==> config.mk <==
export PLATFORM = sky130hd
export DESIGN_NAME = seq_alu
export DESIGN_NICKNAME = d
export VERILOG_FILES = /design/src/rtl/alu_pkg.sv /design/src/rtl/alu_iter_muldiv.sv /design/src/rtl/seq_alu.sv
export SDC_FILE = /design/constraint.sdc
export NUM_CORES = 1
export LEC_CHECK = 0
export BUFFER_PORTS_ARGS = -buffer_cell sky130_fd_sc_hd__buf_2
export CORE_UTILIZATION = 40
export CTS_BUF_LIST = sky130_fd_sc_hd__clkbuf_8
export DETAILED_ROUTE_END_ITERATION = 6
export PLACE_DENSITY = 0.65
export SLEW_MARGIN = 30
export SYNTH_ARGS = -nofsm -noshare
export SYNTH_HDL_FRONTEND = slang
export SYNTH_HIERARCHICAL = 1
export SYNTH_SLANG_ARGS = --single-unit
export TNS_END_PERCENT = 5
==> constraint.sdc <==
create_clock -name clock -period 3.5 [get_ports clock]
set_clock_uncertainty 0.15 [all_clocks]
set_input_delay 0.35 -clock clock [delete_from_list [all_inputs] [get_ports clock]]
set_output_delay 0.35 -clock clock [all_outputs]
set_load 0.03 [all_outputs]
==> src/rtl/alu_pkg.sv <==
// Shared definitions for the sequential ALU: op codes, flag bit positions and FSM states.
package alu_pkg;

    localparam logic [3:0] OP_COPY = 4'h0;
    localparam logic [3:0] OP_AND  = 4'h1;
    localparam logic [3:0] OP_OR   = 4'h2;
    localparam logic [3:0] OP_XOR  = 4'h3;
    localparam logic [3:0] OP_NOT  = 4'h4;
    localparam logic [3:0] OP_SHL  = 4'h5;
    localparam logic [3:0] OP_SHR  = 4'h6;
    localparam logic [3:0] OP_SWAP = 4'h7;
    localparam logic [3:0] OP_HIGH = 4'h8;
    localparam logic [3:0] OP_LOW  = 4'h9;
    localparam logic [3:0] OP_ADD  = 4'hA;
    localparam logic [3:0] OP_SUB  = 4'hB;
    localparam logic [3:0] OP_MUL  = 4'hC;
    localparam logic [3:0] OP_DIV  = 4'hD;
    localparam logic [3:0] OP_REM  = 4'hE;
    localparam logic [3:0] OP_MULH = 4'hF;

    localparam int FLAG_ZERO   = 0;
    localparam int FLAG_NEG    = 1;
    localparam int FLAG_CARRY  = 2;
    localparam int FLAG_OVF    = 3;
    localparam int FLAG_DIVERR = 4;

    typedef enum logic [1:0] {
        IDLE = 2'd0,
        BUSY = 2'd1,
        DONE = 2'd2
    } state_t;

    function automatic logic is_iter_op(input logic [3:0] op);
        return op >= OP_MUL;
    endfunction

    function automatic logic is_div_op(input logic [3:0] op);
        return (op == OP_DIV) || (op == OP_REM);
    endfunction

endpackage

==> src/rtl/alu_iter_muldiv.sv <==
// Iterative unsigned shift-add multiplier and restoring divider, one bit per cycle,
// sharing a single 2*WIDTH accumulator. The first step is folded into the start cycle.
module alu_iter_muldiv
    import alu_pkg::*;
#(
    parameter int WIDTH = 16
) (
    input  logic               clock,
    input  logic               reset_n,
    input  logic               start,
    input  logic               mode,
    input  logic [WIDTH-1:0]   a,
    input  logic [WIDTH-1:0]   b,
    output logic               done,
    output logic [2*WIDTH-1:0] product,
    output logic [WIDTH-1:0]   quotient,
    output logic [WIDTH-1:0]   remainder
);

    localparam int CNT_W = $clog2(WIDTH) + 1;

    logic [2*WIDTH-1:0] acc;
    logic [WIDTH-1:0]   b_q;
    logic               mode_q;
    logic [CNT_W-1:0]   cnt;
    logic               running;

    // Multiply: acc = {partial, multiplier}, add to the top half and shift right.
    // Divide:   acc = {partial remainder, dividend/quotient}, shift left and trial-subtract.
    function automatic logic [2*WIDTH-1:0] step(input logic [2*WIDTH-1:0] acc_cur,
                                                input logic [WIDTH-1:0]   opnd,
                                                input logic               is_div);
        logic [WIDTH:0]          sum;
        logic [WIDTH:0]          rem_sh;
        logic signed [WIDTH+1:0] diff;
        sum    = {1'b0, acc_cur[2*WIDTH-1:WIDTH]} + (acc_cur[0] ? {1'b0, opnd} : {(WIDTH+1){1'b0}});
        rem_sh = {acc_cur[2*WIDTH-1:WIDTH], acc_cur[WIDTH-1]};
        diff   = $signed({1'b0, rem_sh}) - $signed({2'b00, opnd});
        if (!is_div)
            return {sum, acc_cur[WIDTH-1:1]};
        else if (diff >= 0)
            return {diff[WIDTH-1:0], acc_cur[WIDTH-2:0], 1'b1};
        else
            return {rem_sh[WIDTH-1:0], acc_cur[WIDTH-2:0], 1'b0};
    endfunction

    always_ff @(posedge clock or negedge reset_n) begin
        if (!reset_n) begin
            running <= 1'b0;
            cnt     <= '0;
        end else if (start) begin
            running <= 1'b1;
            cnt     <= CNT_W'(WIDTH - 1);
        end else if (running) begin
            if (cnt == '0)
                running <= 1'b0;
            else
                cnt <= cnt - 1'b1;
        end
    end

    always_ff @(posedge clock) begin
        if (start) begin
            acc    <= step({{WIDTH{1'b0}}, a}, b, mode);
            b_q    <= b;
            mode_q <= mode;
        end else if (running && (cnt != '0)) begin
            acc <= step(acc, b_q, mode_q);
        end
    end

    assign done      = running && (cnt == '0);
    assign product   = acc;
    assign quotient  = acc[WIDTH-1:0];
    assign remainder = acc[2*WIDTH-1:WIDTH];

endmodule

==> src/rtl/seq_alu.sv <==
// Registered ALU with valid/ready handshakes; single-cycle logic/arith ops and
// iterative multiply/divide behind a three-state FSM.
module seq_alu
    import alu_pkg::*;
#(
    parameter int WIDTH         = 16,
    parameter int SIGN_FLAG_BIT = 8
) (
    input  logic             clock,
    input  logic             reset_n,
    input  logic             in_valid,
    output logic             in_ready,
    input  logic [3:0]       op_code,
    input  logic [WIDTH-1:0] source,
    input  logic [WIDTH-1:0] destination,
    input  logic [15:0]      flags_in,
    output logic             out_valid,
    input  logic             out_ready,
    output logic [WIDTH-1:0] result,
    output logic [15:0]      flags_out,
    output logic             write_flags
);

    localparam int HALF = WIDTH / 2;

    state_t state, state_nxt;

    logic               accept;
    logic               div_zero;
    logic               go_iter;
    logic [3:0]         op_q;
    logic [15:5]        flags_hi_q;
    logic               unused_flag_bits;

    logic [WIDTH-1:0]   sc_res;
    logic               sc_carry;
    logic               sc_ovf;
    logic [WIDTH:0]     sum_ext;
    logic [WIDTH:0]     diff_ext;
    logic signed [WIDTH-1:0] src_s, dst_s, sum_s, diff_s;
    logic               fill;
    logic               shamt_big;

    logic               iter_done;
    logic [2*WIDTH-1:0] product;
    logic [WIDTH-1:0]   quotient;
    logic [WIDTH-1:0]   remainder;
    logic [WIDTH-1:0]   it_res;
    logic               it_carry;
    logic               it_ovf;

    function automatic logic [15:0] pack_flags(input logic [15:5]      hi,
                                               input logic [WIDTH-1:0] res,
                                               input logic             div_err,
                                               input logic             ovf,
                                               input logic             carry);
        logic [15:0] f;
        f              = '0;
        f[15:5]        = hi;
        f[FLAG_ZERO]   = (res == '0);
        f[FLAG_NEG]    = res[WIDTH-1];
        f[FLAG_CARRY]  = carry;
        f[FLAG_OVF]    = ovf;
        f[FLAG_DIVERR] = div_err;
        return f;
    endfunction

    assign unused_flag_bits = ^flags_in[4:0];

    assign accept   = in_valid && (state == IDLE);
    assign div_zero = is_div_op(op_code) && (destination == '0);
    assign go_iter  = accept && is_iter_op(op_code) && !div_zero;

    always_ff @(posedge clock or negedge reset_n) begin
        if (!reset_n)
            state <= IDLE;
        else
            state <= state_nxt;
    end

    always_comb begin
        state_nxt = state;
        in_ready  = 1'b0;
        out_valid = 1'b0;
        case (state)
            IDLE: begin
                in_ready = 1'b1;
                if (in_valid)
                    state_nxt = (is_iter_op(op_code) && !div_zero) ? BUSY : DONE;
            end
            BUSY: begin
                if (iter_done)
                    state_nxt = DONE;
            end
            DONE: begin
                out_valid = 1'b1;
                if (out_ready)
                    state_nxt = IDLE;
            end
            default: state_nxt = IDLE;
        endcase
    end

    // Single-cycle datapath, evaluated directly on the request operands.
    assign src_s     = $signed(source);
    assign dst_s     = $signed(destination);
    assign sum_ext   = {1'b0, source} + {1'b0, destination};
    assign diff_ext  = {1'b0, source} - {1'b0, destination};
    assign sum_s     = src_s + dst_s;
    assign diff_s    = src_s - dst_s;
    assign fill      = flags_in[SIGN_FLAG_BIT] & destination[WIDTH-1];
    assign shamt_big = source >= WIDTH'(WIDTH);

    always_comb begin
        sc_res   = '0;
        sc_carry = 1'b0;
        sc_ovf   = 1'b0;
        case (op_code)
            OP_COPY: sc_res = source;
            OP_AND:  sc_res = source & destination;
            OP_OR:   sc_res = source | destination;
            OP_XOR:  sc_res = source ^ destination;
            OP_NOT:  sc_res = ~source;
            OP_SHL:  sc_res = shamt_big ? '0 : (destination << source);
            OP_SHR: begin
                if (shamt_big)
                    sc_res = {WIDTH{fill}};
                else if (fill)
                    sc_res = dst_s >>> source;
                else
                    sc_res = destination >> source;
            end
            OP_SWAP: sc_res = {source[HALF-1:0], source[WIDTH-1:HALF]};
            OP_HIGH: sc_res = {source[WIDTH-1:HALF], {HALF{1'b0}}};
            OP_LOW:  sc_res = {{HALF{1'b0}}, source[HALF-1:0]};
            OP_ADD: begin
                sc_res   = sum_ext[WIDTH-1:0];
                sc_carry = sum_ext[WIDTH];
                sc_ovf   = ((src_s < 0) == (dst_s < 0)) && ((sum_s < 0) != (src_s < 0));
            end
            OP_SUB: begin
                sc_res   = diff_ext[WIDTH-1:0];
                sc_carry = diff_ext[WIDTH];
                sc_ovf   = ((src_s < 0) != (dst_s < 0)) && ((diff_s < 0) != (src_s < 0));
            end
            // Divide ops only take this path on a zero divisor.
            OP_DIV:  sc_res = '1;
            OP_REM:  sc_res = source;
            default: sc_res = '0;
        endcase
    end

    alu_iter_muldiv #(.WIDTH(WIDTH)) u_muldiv (
        .clock     (clock),
        .reset_n   (reset_n),
        .start     (go_iter),
        .mode      (is_div_op(op_code)),
        .a         (source),
        .b         (destination),
        .done      (iter_done),
        .product   (product),
        .quotient  (quotient),
        .remainder (remainder)
    );

    always_comb begin
        it_res   = remainder;
        it_carry = 1'b0;
        case (op_q)
            OP_MUL: begin
                it_res   = product[WIDTH-1:0];
                it_carry = |product[2*WIDTH-1:WIDTH];
            end
            OP_MULH: it_res = product[2*WIDTH-1:WIDTH];
            OP_DIV:  it_res = quotient;
            default: it_res = remainder;
        endcase
    end

    assign it_ovf = it_carry;

    always_ff @(posedge clock) begin
        if (accept) begin
            op_q       <= op_code;
            flags_hi_q <= flags_in[15:5];
        end
    end

    // Output registers: loaded at accept for single-cycle ops, at iteration end otherwise.
    always_ff @(posedge clock or negedge reset_n) begin
        if (!reset_n) begin
            result      <= '0;
            flags_out   <= '0;
            write_flags <= 1'b0;
        end else if (accept && !go_iter) begin
            result      <= sc_res;
            flags_out   <= pack_flags(flags_in[15:5], sc_res, div_zero, sc_ovf, sc_carry);
            write_flags <= (op_code != OP_COPY);
        end else if ((state == BUSY) && iter_done) begin
            result      <= it_res;
            flags_out   <= pack_flags(flags_hi_q, it_res, 1'b0, it_ovf, it_carry);
            write_flags <= (op_q != OP_COPY);
        end
    end

endmodule

[Word-level counts from Yosys, hierarchy flattened]
Cells that the tools add are included.
Storage, ports and cells
  register bits: 105
  input port bits: 56
  output and inout port bits: 35
  word-level logic and storage cells: 126
Cells by class
  add/sub/neg operators: 8
  $lt $le $gt $ge: 8
  equal/unequal tests: 25
  shift operators: 3
  mux-type cells: 35
  bitwise logic cells: 5
  reductions and logical operators: 31
Operators by type and width (count)
  case mux 16 bit (13 select lines): 1
  2-to-1 mux 32 bit: 6
  2-to-1 mux 16 bit: 10
  < comparator 16 x 1 -> 1 bit, second input constant: 4
  zero test 16 bit: 3
  equality test 4 bit, second input constant: 8
  greater-or-equal comparator 18 x 1 -> 1 bit, second input constant: 1
  subtractor 17 x 16 -> 18 bit: 1
  adder 16 x 16 -> 17 bit: 1
  adder 16 x 17 -> 17 bit: 1
  greater-or-equal comparator 17 x 1 -> 1 bit, second input constant: 1
  subtractor 1 x 16 -> 17 bit: 1
  subtractor 16 x 16 -> 17 bit: 1
  adder 16 bit: 1
  AND 16 bit: 1
  equality test 4 x 3 -> 1 bit, second input constant: 4
  greater-or-equal comparator 16 x 5 -> 1 bit, second input constant: 1
  inverter 16 bit: 1
  OR 16 bit: 1
  OR reduction 16 bit: 1
  << shifter 16 x 16 -> 16 bit: 1
  right shift 16 x 16 -> 16 bit: 1
  >>> shifter 16 x 16 -> 16 bit: 1
  subtractor 16 bit: 1
  other kinds (28): 62

[Logic depth before layout (Yosys ltp)]
Gate-level depths: netlist of the first run.
  depth after elaboration: 8
  depth in mapped cells: 15
  gate-level depth less buffers: 12

[Modules after synthesis]
Netlist of the first run, hierarchy kept.
Modules (own cells, without submodules)
  seq_alu: instances 1, cells each 1008, area each 7661.1 um^2, sequential area each 1301.2 um^2
  alu_iter_muldiv: instances 1, cells each 526, area each 4835.9 um^2, sequential area each 1621.6 um^2

[Least setup slack after synthesis of the first run]
OpenSTA, ideal clock, no wires.
  path kind: input to register
  start point: input port source[0]
  end point: register flags_out[0]
  library setup time: 103 ps
  arrival: 4076 ps
  required time: 3247 ps
  slack: -830 ps
  stages: 15
  buffers on the path: 3
  cell sequence: clkbuf_1 buf_2 inv_1 clkbuf_1 ha_1 fa_1 o21bai_1 a2111oi_0 o21bai_1 a221oi_1 xor2_1 a2111oi_0 nand3_1 or4_1 o41ai_2
Between the ends
  longest elaborated chain between the ends: 6
  elaborated cells between the ends (all ways): 16
  those cells by class: add/sub (2); order compare (1); shift (3); mux (5); bitwise (4); reduce/logical (1)
RTL lines
  start: declaration: line seq_alu.sv:14  | input logic [WIDTH-1:0] source,
  parallel branches: the longest is 3 deep, another holds greater-or-equal comparator 16 x 5 -> 1 bit
  case mux 16 bit (13 select lines) (*): line seq_alu.sv:118  | case (op_code)
  zero test 16 bit (*): line seq_alu.sv:60  | f[FLAG_ZERO] = (res == '0);
  2-to-1 mux 16 bit (*): line seq_alu.sv:195  | end else if (accept && !go_iter) begin
  end signal: assignment: line seq_alu.sv:197  | flags_out <= pack_flags(flags_in[15:5], sc_res, div_zero, sc_ovf, sc_carry);
  end signal: assignment: line seq_alu.sv:201  | flags_out <= pack_flags(flags_hi_q, it_res, 1'b0, it_ovf, it_carry);
  end: declaration: line seq_alu.sv:20  | output logic [15:0] flags_out,
Mark *: on every way between the ends.
A chain may end at the register's enable or synchronous reset.

[Final worst setup path of the first run]
  start point: input port source[11]
  end point: register flags_out[0]
Same word-level chain as after synthesis.

==> results.txt, run 1 <==
Die H - 178.8 µm
syn_area_per_cell - 8.147 µm²
RSZ-0062 raised after global routing - no
Ports - 91
nets - 1881
Leak - 0.006383 µW
hold depth - 1
min-delay src - flags_in[6]
dpl hpwl - 39.97 mm
crit end category - flip-flop
GPL Wtd Cong - 1.012
maximum VDD drop - 319.1 µV
Critical Path AT - 3.48 ns
crit path time final - 3.345 ns
Pint - 4333 µW
Crit Path Class - in2reg
clk root buf - clkbuf_8
Cell Chain, Critical Path - buf_2 > or4_4 > or4_1 > or3_1 > a31oi_2 > o2111ai_2 > or3_1 > nor4_2 > nand4_1 > o41ai_2
Synth top cells by count - nand2_1, a21oi_1, nor2_1
final setup TNS - 0 ns
worst min-delay path class - in2reg
top-area cell type share of the netlist area - 0.1538
delay-heaviest family, CP - simple AND/OR/NAND/NOR gates
Syn Inst Count - 1534
part of the power in the clock network - 0.092
design area - 0.01498 mm²
post-synth cell types - 93
# rows - 64
placed cell area - 0.01465 mm²
total wire length - 51.11 mm
hold endpoint - flags_hi_q[6]
CP max stage delay - 0.58 ns
H-tree depth - 3
wire per inst - 23.91 µm
combinational power share - 0.638
synthesized flop and latch total - 104
final hold vios - 0
drc violations - 0
WP data required - 3.64 ns
fraction of registers with async set/reset - 0.3846
full die area - 0.03195 mm²
Worst-Skew Late Latency - 0.38 ns
Routed Antenna Nets - 0
Mapped Area - 0.01250 mm²
Antenna Cells - 0
FF-to-FF End - u_muldiv/product[30]
Synth area leaders - edfxtp_1, ha_1, dfrtp_1
Sw Ratio - 0.4858
r2r startpoint - u_muldiv/product[0]
initial core utilization - 0.4075
cell depth of the worst flop-to-flop path - 9
Peak Freq - 298.9 MHz
vias in the first global route - 12780
NetSw - 4094 µW
Worst R2R Setup Slack - 0.37 ns
crit share post-route - 0.9558
Setup Viol. Count Final - 0
MaxCap Viol Count - 0
drt via density - 6.288
register area share after synthesis - 0.2339
Inst Count DP - 2114
worst hold slack - 0.01390 ns
fillers - 3010
power per standard cell area - 562.5 mW/mm²
core footprint - 0.03067 mm²
total grt overflow - 0
DR pass1 iterations - 6
Power Total - 8427 µW
critical path's most frequent cell - or3_1
TritonCTS buffer count - 9
Max Buffers Root-to-Sink - 2
All-Layer GR Usage - 0.3170
area grow syn2layout - 19.88%
warnings from Yosys - 6
sequential cell area - 0.002923 mm²
via count - 13440
number of enable flip-flop cells after synthesis - 64
Sink Count - 104
post-synth net total - 1678
CP max stage cell - or4_1
Sequential Power Share - 0.270
Clk pin slew, worst setup/hold paths - 0.11 ns
Port Buf Inserts - 85
largest net degree at the start of global routing - 47
Max Fanout on Critical Path - 3
footprint of the multi-input gates - 0.008623 mm²
Initial DRC Count - 1493
first-pass GRT wire length - 76.03 mm
worst-margin pin slew - 0.9544 ns
share of cells above drive strength 1 - 0.2474
CTS tree - yes
cell taking the most area after synthesis - edfxtp_1
CP startpoint kind - input port
Die Wd - 178.8 µm
max_slew headroom - 0.3624
most frequent cell after synthesis - nand2_1
worst path buffer plus inverter count - 1
antenna violations before repair - 0
max-slew violation count - 0
Synth Flop Type - edfxtp_1
post-route insts no fill - 2138
status - complete, no violations
-- per-stage QoR --
stage | setup WS, ns | utilization
4_1_cts | 0.04390 | 0.4862
3_5_place_dp | -0.4845 | 0.4775
3_3_place_gp | -0.2974 | 0.4775
6_report | 0.1547 | 0.4885
5_1_grt | 0.04097 | 0.4885
2_1_floorplan | -0.2037 | -
-- power groups by stage --
stage | registers, µW | logic, µW | clock network, µW
2_1_floorplan | 2560 | 3510 | 0
3_3_place_gp | 2270 | 5170 | 0
3_5_place_dp | 2280 | 5250 | 0
4_1_cts | 2260 | 5280 | 788
5_1_grt | 2330 | 5800 | 828
6_report | 2270 | 5380 | 776
-- logic make-up after synthesis --
kind of cell | Yosys count | share of synthesized area
and+or+nand+nor | 502 | 0.2010
AOI/OAI and AO/OA | 473 | 0.2593
buffers and inverters | 236 | 0.08510
DFF | 104 | 0.2339
muxes | 94 | 0.1042
adders and majority gates | 88 | 0.09051
xor gates and xnor gates | 37 | 0.02593
-- sequential cells by signal, indices dropped and copies added, names as in the netlist --
| register | count |
|---|---|
| flags_hi_q | 11 |
| write_flags | 1 |
| u_muldiv/running | 1 |
| u_muldiv/product | 32 |
| u_muldiv/cnt | 5 |
| u_muldiv/b_q | 16 |
| state | 2 |
| op_q | 4 |
| flags_out | 16 |
| result | 15 |
| u_muldiv/mode_q | 1 |
-- worst max-delay path by stage --
stage | start | end | cells past startpoint
floorplan | source[0] | flags_out[0] | 15
global placement | source[11] | flags_out[0] | 12
detailed placement | source[11] | flags_out[0] | 12
CTS | source[0] | flags_out[0] | 13
global route | destination[0] | flags_out[0] | 15
finish | source[11] | flags_out[0] | 10
-- timing repair --
action / 4_1_cts / 5_1_grt
setup endpoints to repair: 1 / 1
buffers inserted: 0 / 1
pin swaps: 0 / 1
gates resized for setup: 2 / 9
endpoints found under the hold margin: 45 / 1
hold buffers: 6 / 1
-- worst reg2reg max path, delay by kind of cell, from the launching register on --
| kind | cells | cell delay (ns) |
|---|---|---|
| compound gates | 3 | 0.59 |
| fa+ha+maj | 1 | 0.44 |
| flops | 1 | 0.39 |
| buf+inv | 1 | 0.22 |
| simple gates | 3 | 0.72 |
| mux | 1 | 0.37 |
-- layer usage --
layer  vias to the layer above  global-route usage  part of all wire  routed length, µm
met2                       749              0.5092              0.46              23280
met3                       126             0.04050             0.082               4178
met4                         0              0.1624             0.054               2762
met1                      6456              0.4161              0.41              20890
met5                         -                   0                 0                  0
li1                       6112                   -                 -                  -
-- area by class of cell --
cell class | instances | share of cell area
Clock buffer | 10 | 0.009187
Clock inverter | 6 | 0.004092
Inverter | 93 | 0.02380
Multi-Input combinational cell | 1194 | 0.5756
Sequential cell | 104 | 0.1951
Tap cell | 396 | 0.03307
Timing Repair Buffer | 335 | 0.1592
-- cells in the final DEF (no fill, tap or decap), types with 14 or more instances in the layout --
cell type,n
a211oi_1,50
a21o_1,14
a21oi_1,119
a221o_1,15
a22oi_1,21
and2_1,26
buf_2,84
buf_4,239
dfrtp_1,40
edfxtp_1,64
ha_1,83
inv_1,89
mux2i_1,57
mux4_2,28
nand2_1,146
nand2b_1,27
nand3_1,30
nand4_1,18
nor2_1,108
nor2b_1,31
nor3_1,31
nor4_1,22
o211ai_1,17
o21ai_0,75
o221ai_1,16
o22ai_1,17
xnor2_1,26
Note: power is estimated with default switching activity, not from simulation.
==> run 2, diff against run 1 <==
==> constraint.sdc (replaced) <==
create_clock -name clock -period 3.5 [get_ports clock]
set_clock_uncertainty 0.15 [all_clocks]
set_input_delay 0.175 -clock clock [delete_from_list [all_inputs] [get_ports clock]]
set_output_delay 0.175 -clock clock [all_outputs]
set_load 0.03 [all_outputs]
==> run 2 against run 1 <==
  * Clock power fell by 4.8%
  * Flip-flop and latch count did not move
  * Sequential power rose by 2%
  * Cell count shrank 2.2%
  * Critical path depth is 5 higher
  * Highest routed layer unchanged
==> results.txt, run 2 (synthesis gave the netlist of run 1 again) <==
GPL Wtd Cong - 1.010 (was 1.012)
Max Fanout on Critical Path - 3 (unchanged)
Port Buf Inserts - 85 (unchanged)
DR pass1 iterations - 5 (was 6)
MaxCap Viol Count - 0 (unchanged)
status - complete, no violations (unchanged)
crit share post-route - 0.9470 (was 0.9558)
Die H - 178.8 µm (unchanged)
postcts setup bufs - 0 (unchanged)
delay-heaviest family, CP - simple AND/OR/NAND/NOR gates (unchanged)
crit end category - flip-flop (unchanged)
core footprint - 0.03067 mm² (unchanged)
largest net degree at the start of global routing - 47 (unchanged)
most frequent cells in the layout - buf_4, nand2_1, a21oi_1, nor2_1, inv_1 (unchanged)
first-pass GRT wire length - 74.62 mm (was 76.03 mm)
All-Layer GR Usage - 0.3101 (was 0.3170)
Worst R2R Setup Slack - 0.28 ns (was 0.37 ns)
Sink Count - 104 (unchanged)
drt via density - 6.352 (was 6.288)
CTS tree - yes (unchanged)
# rows - 64 (unchanged)
post-route insts no fill - 2090 (was 2138)
crit path time final - 3.314 ns (was 3.345 ns)
drc violations - 0 (unchanged)
maximum VDD drop - 260.3 µV (was 319.1 µV)
wire per inst - 23.86 µm (was 23.91 µm)
final hold vios - 0 (unchanged)
Clk pin slew, worst setup/hold paths - 0.13 ns (was 0.11 ns)
power per standard cell area - 572.1 mW/mm² (was 562.5 mW/mm²)
final setup TNS - 0 ns (unchanged)
Cell Chain, Critical Path - buf_2 > buf_4 > ha_1 > inv_1 > fa_1 > nand2b_1 > a211oi_1 > o21ai_0 > and4_1 > nor3_1 > buf_4 > o2111ai_1 > nor4_2 > nand4_1 > o41ai_2 (was buf_2 > or4_4 > or4_1 > or3_1 > a31oi_2 > o2111ai_2 > or3_1 > nor4_2 > nand4_1 > o41ai_2)
total grt overflow - 0 (unchanged)
Initial DRC Count - 1589 (was 1493)
CP max stage cell - fa_1 (was or4_1)
clk root buf - clkbuf_8 (unchanged)
dpl hpwl - 38.64 mm (was 39.97 mm)
max reg flops - 32 (unchanged)
Antenna Cells - 0 (unchanged)
nets - 1833 (was 1881)
total wire length - 49.87 mm (was 51.11 mm)
Ports - 91 (unchanged)
Crit Path Class - in2reg (unchanged)
vias in the first global route - 12490 (was 12780)
via count - 13280 (was 13440)
TritonCTS buffer count - 9 (unchanged)
Leak - 0.006116 µW (was 0.006383 µW)
WP data required - 3.66 ns (was 3.64 ns)
Routed Antenna Nets - 0 (unchanged)
critical path's most frequent cell - buf_4 (was or3_1)
commonest non-fill, non-tap cell in the layout - buf_4 (unchanged)
antenna violations before repair - 0 (unchanged)
H-tree depth - 3 (unchanged)
worst min-delay path class - in2reg (unchanged)
worst-margin pin slew - 0.9641 ns (was 0.9544 ns)
Setup Viol. Count Final - 0 (unchanged)
Max Buffers Root-to-Sink - 2 (unchanged)
RSZ-0062 raised after global routing - no (unchanged)
area grow syn2layout - 16.25% (was 19.88%)
max-slew violation count - 0 (unchanged)
share of cells above drive strength 1 - 0.2155 (was 0.2474)
Die Wd - 178.8 µm (unchanged)
max_slew headroom - 0.3513 (was 0.3624)
Inst Count DP - 2060 (was 2114)
Worst-Skew Late Latency - 0.39 ns (was 0.38 ns)
CP startpoint kind - input port (unchanged)
dpl ws - -0.1912 ns (was -0.4845 ns)
Peak Freq - 301.7 MHz (was 298.9 MHz)
CP max stage delay - 0.37 ns (was 0.58 ns)
worst path buffer plus inverter count - 4 (was 1)
Critical Path AT - 3.47 ns (was 3.48 ns)
initial core utilization - 0.4075 (unchanged)
full die area - 0.03195 mm² (unchanged)
worst setup margin - 0.1856 ns (was 0.1547 ns)
worst hold slack - 0.02399 ns (was 0.01390 ns)
-- run 2: changes by cell type in the layout (fill, tap and decap cells not counted), moves of 2 or more --
cell           change
buf_4             -52
buf_12             -3
dlygate4sd3_1      +7
nor4_2             -2
inv_1              +2
nor4_1             +2
-- run 2: routing by layer --
metal  part of all wire  vias up  track usage
met2               0.46      694       0.4995
met4              0.059        0       0.1730
li1                   -     6019            -
met3              0.073      138      0.03774
met1               0.41     6425       0.4020
met5                  0        -            0
-- run 2: final timing paths --
kind / cells after the start / startpoint / end
worst max-delay path: 15 / destination[0] / flags_out[0]
worst min-delay path: 1 / op_code[2] / op_q[2]
worst max register to register: 9 / u_muldiv/product[0] / u_muldiv/product[30]
worst min register to register: 2 / flags_hi_q[12] / flags_out[12]
max in group asynchronous: 2 / reset_n / result[7]
min in group asynchronous: 2 / reset_n / result[12]
-- run 2: area by class of cell --
cell class              count  area (µm²)
multi-input cells        1194        8573
flip-flops and latches    104        2923
inverters                  93       354.1
clock buffers               9       123.9
fillers                  3046       16140
repair buffers            287        2004
well taps                 396       495.5
clock inverters             7       53.80
-- run 2: what timing repair did --
item / 4_1_cts / 5_1_grt
resized for setup: 0 / 1
hold endpoints to repair: 64 / 0
hold buffers: 14 / 0
setup endpoints to repair: 0 / 1
-- run 2: where the power goes --
part | leakage (µW) | internal [µW] | switching (µW)
clock network | 0.0000880 | 266 | 473
registers | 0.00113 | 1910 | 400
logic | 0.00490 | 2080 | 3180
-- run 2: worst register-to-register path: cells and delay by family, from the launching register on --
family | cells | cell delay (ns)
simple gates | 3 | 0.68
buf+inv | 1 | 0.23
compound gates | 3 | 0.60
fa+ha+maj | 1 | 0.41
mux | 1 | 0.34
flops | 1 | 0.54
-- run 2: stage by stage --
stage                     power, µW  instance area, µm²  utilization
final                          8312               14530       0.4737
after global routing           8830               14530       0.4737
after detailed placement       7471               14190       0.4628
after global placement         7381               14190       0.4628
after CTS                      8239               14510       0.4732
after floorplan                6072               12570            -
==> run 3, diff against run 2 <==
- CAP_MARGIN: not set -> 20
- PLACE_DENSITY: 0.65 -> 0.63
- clock period: 3.5 -> 3.2 ns (I/O delays scaled with it)
==> run 3 against run 2 <==
  * Die area unchanged
  * Combinational power is 14% higher
  * Global-route usage grew 0.47 points
  * Sequential power increased by 8.7%
  * Highest routed layer unchanged
==> results.txt, run 3 (synthesis gave the netlist of run 1 again) <==
Setup Viol. Count Final - 0 (unchanged)
Peak Freq - 318.4 MHz
fillers - 2959 (was 3046)
via count - 13560 (was 13280)
Clk pin slew, worst setup/hold paths - 0.11 ns (was 0.13 ns)
initial core utilization - 0.4075 (unchanged)
dpl hpwl - 39.87 mm (was 38.64 mm)
Power Total - 9319 µW (was 8312 µW)
# rows - 64 (unchanged)
max-slew violation count - 0 (unchanged)
Die Wd - 178.8 µm (unchanged)
largest net degree at the start of global routing - 52 (was 47)
crit end category - flip-flop (unchanged)
vias in the first global route - 12850 (was 12490)
Sink Count - 104 (unchanged)
crit share post-route - 0.9815
most frequent cells in the layout - buf_4, nand2_1, a21oi_1, nor2_1, inv_1 (unchanged)
worst min-delay path class - in2reg (unchanged)
maximum VDD drop - 323.1 µV (was 260.3 µV)
GPL Wtd Cong - 1.013 (was 1.010)
Initial DRC Count - 1436 (was 1589)
power per standard cell area - 608.6 mW/mm² (was 572.1 mW/mm²)
Max Fanout on Critical Path - 2 (was 3)
Ports - 91 (unchanged)
wire per inst - 23.22 µm (was 23.86 µm)
H-tree depth - 3 (unchanged)
antenna violations before repair - 0 (unchanged)
worst-margin pin slew - 0.7597 ns (was 0.9641 ns)
Port Buf Inserts - 85 (unchanged)
commonest non-fill, non-tap cell in the layout - buf_4 (unchanged)
max_slew headroom - 0.4804 (was 0.3513)
crit path time final - 3.141 ns
CTS tree - yes (unchanged)
TritonCTS buffer count - 9 (unchanged)
Finished Core Util - 0.4993 (was 0.4737)
Antenna Cells - 0 (unchanged)
drc violations - 0 (unchanged)
area grow syn2layout - 22.53% (was 16.25%)
Die H - 178.8 µm (unchanged)
status - complete, no violations (unchanged)
All-Layer GR Usage - 0.3148 (was 0.3101)
total wire length - 50.38 mm (was 49.87 mm)
first-pass GRT wire length - 75.66 mm (was 74.62 mm)
Leak - 0.006545 µW (was 0.006116 µW)
WP data required - 3.35 ns (was 3.66 ns)
Routed Antenna Nets - 0 (unchanged)
Critical Path AT - 3.29 ns (was 3.47 ns)
final hold vios - 0 (unchanged)
MaxCap Viol Count - 0 (unchanged)
core footprint - 0.03067 mm² (unchanged)
full die area - 0.03195 mm² (unchanged)
clk root buf - clkbuf_8 (unchanged)
CP startpoint kind - input port (unchanged)
Worst-Skew Late Latency - 0.39 ns (about the same)
Max Buffers Root-to-Sink - 2 (unchanged)
DR pass1 iterations - 6 (was 5)
max reg flops - 32 (unchanged)
total grt overflow - 0 (unchanged)
RSZ-0062 raised after global routing - yes (was no)
nets - 1913 (was 1833)
drt via density - 6.249 (was 6.352)
Crit Path Class - in2reg (unchanged)
share of cells above drive strength 1 - 0.2570 (was 0.2155)
[run 3: changes by cell type in the layout (fill, tap and decap cells not counted), moves of 3 or more]
cell,before,now
dlygate4sd3_1,14,18
buf_12,2,7
a211oi_2,1,4
buf_4,187,257
inv_8,0,3
a211oi_1,51,48
[run 3: final timing paths]
| path | slack, ns | depth (start not counted) | startpoint | to |
|---|---|---|---|---|
| max | 0.06 | 10 | source[11] | flags_out[0] |
| min | 0.07 | 3 | in_valid | state[0] |
| max reg2reg | 0.12 | 9 | u_muldiv/product[0] | u_muldiv/product[30] |
| min reg2reg | 0.33 | 2 | flags_hi_q[14] | flags_out[14] |
| max in group asynchronous | 2.40 | 2 | reset_n | result[1] |
| min in group asynchronous | 0.14 | 2 | reset_n | flags_out[6] |
[run 3: critical path, cell delays in order]
cell and delay, ns:
buf_2 0.14, or4_4 0.56, or4_1 0.54, or3_1 0.37
a31oi_2 0.23, o2111ai_2 0.16, or3_4 0.42, nor4_4 0.33
nand4_1 0.16, o41ai_2 0.21
[run 3: report_power, final]
group          switching, µW  total [µW]  internal (µW)
registers                425        2510           2090
logic                   3550        5990           2440
clock network            518         820            301
[run 3: repair_timing]
| item | CTS | global route |
|---|---|---|
| endpoints found under the setup margin | 1 | 2 |
| hold buffers | 18 | 0 |
| gates resized for setup | 0 | 22 |
| buffers inserted | 0 | 2 |
| hold endpoints to repair | 68 | 0 |
| pin swaps | 1 | 9 |
| gates cloned | 0 | 0 |
[run 3: per-stage QoR]
step	instance area (µm²)	hold WS [ns]	setup WS (ns)	setup TNS, ns	instances
final	15310	0.06693	0.05911	0	2170
after global routing	15310	0.05374	-0.02900	-0.02900	2170
after CTS	15180	0.04960	0.02387	0	2168
after detailed placement	14820	0.1961	-0.4572	-1.372	2134
after global placement	14820	0.1952	-0.3477	-0.5971	2134
after floorplan	12600	-0.2856	-0.3116	-0.3116	1534
[run 3: per-layer routing]
metal,track usage,wire [µm],vias up
met5,0,0,-
met4,0.1970,3302,0
met3,0.03859,3447,151
met2,0.4969,22840,671
met1,0.4081,20790,6550
li1,-,-,6189
[run 3: cell type report]
cell class | count | area, µm² | share of cell area
clock buffers | 9 | 123.9 | 0.008090
inverters | 93 | 359.1 | 0.02345
clock inverters | 7 | 62.56 | 0.004086
flip-flops and latches | 104 | 2923 | 0.1909
repair buffers | 367 | 2681 | 0.1751
well taps | 396 | 495.5 | 0.03236
multi-input cells | 1194 | 8667 | 0.5660
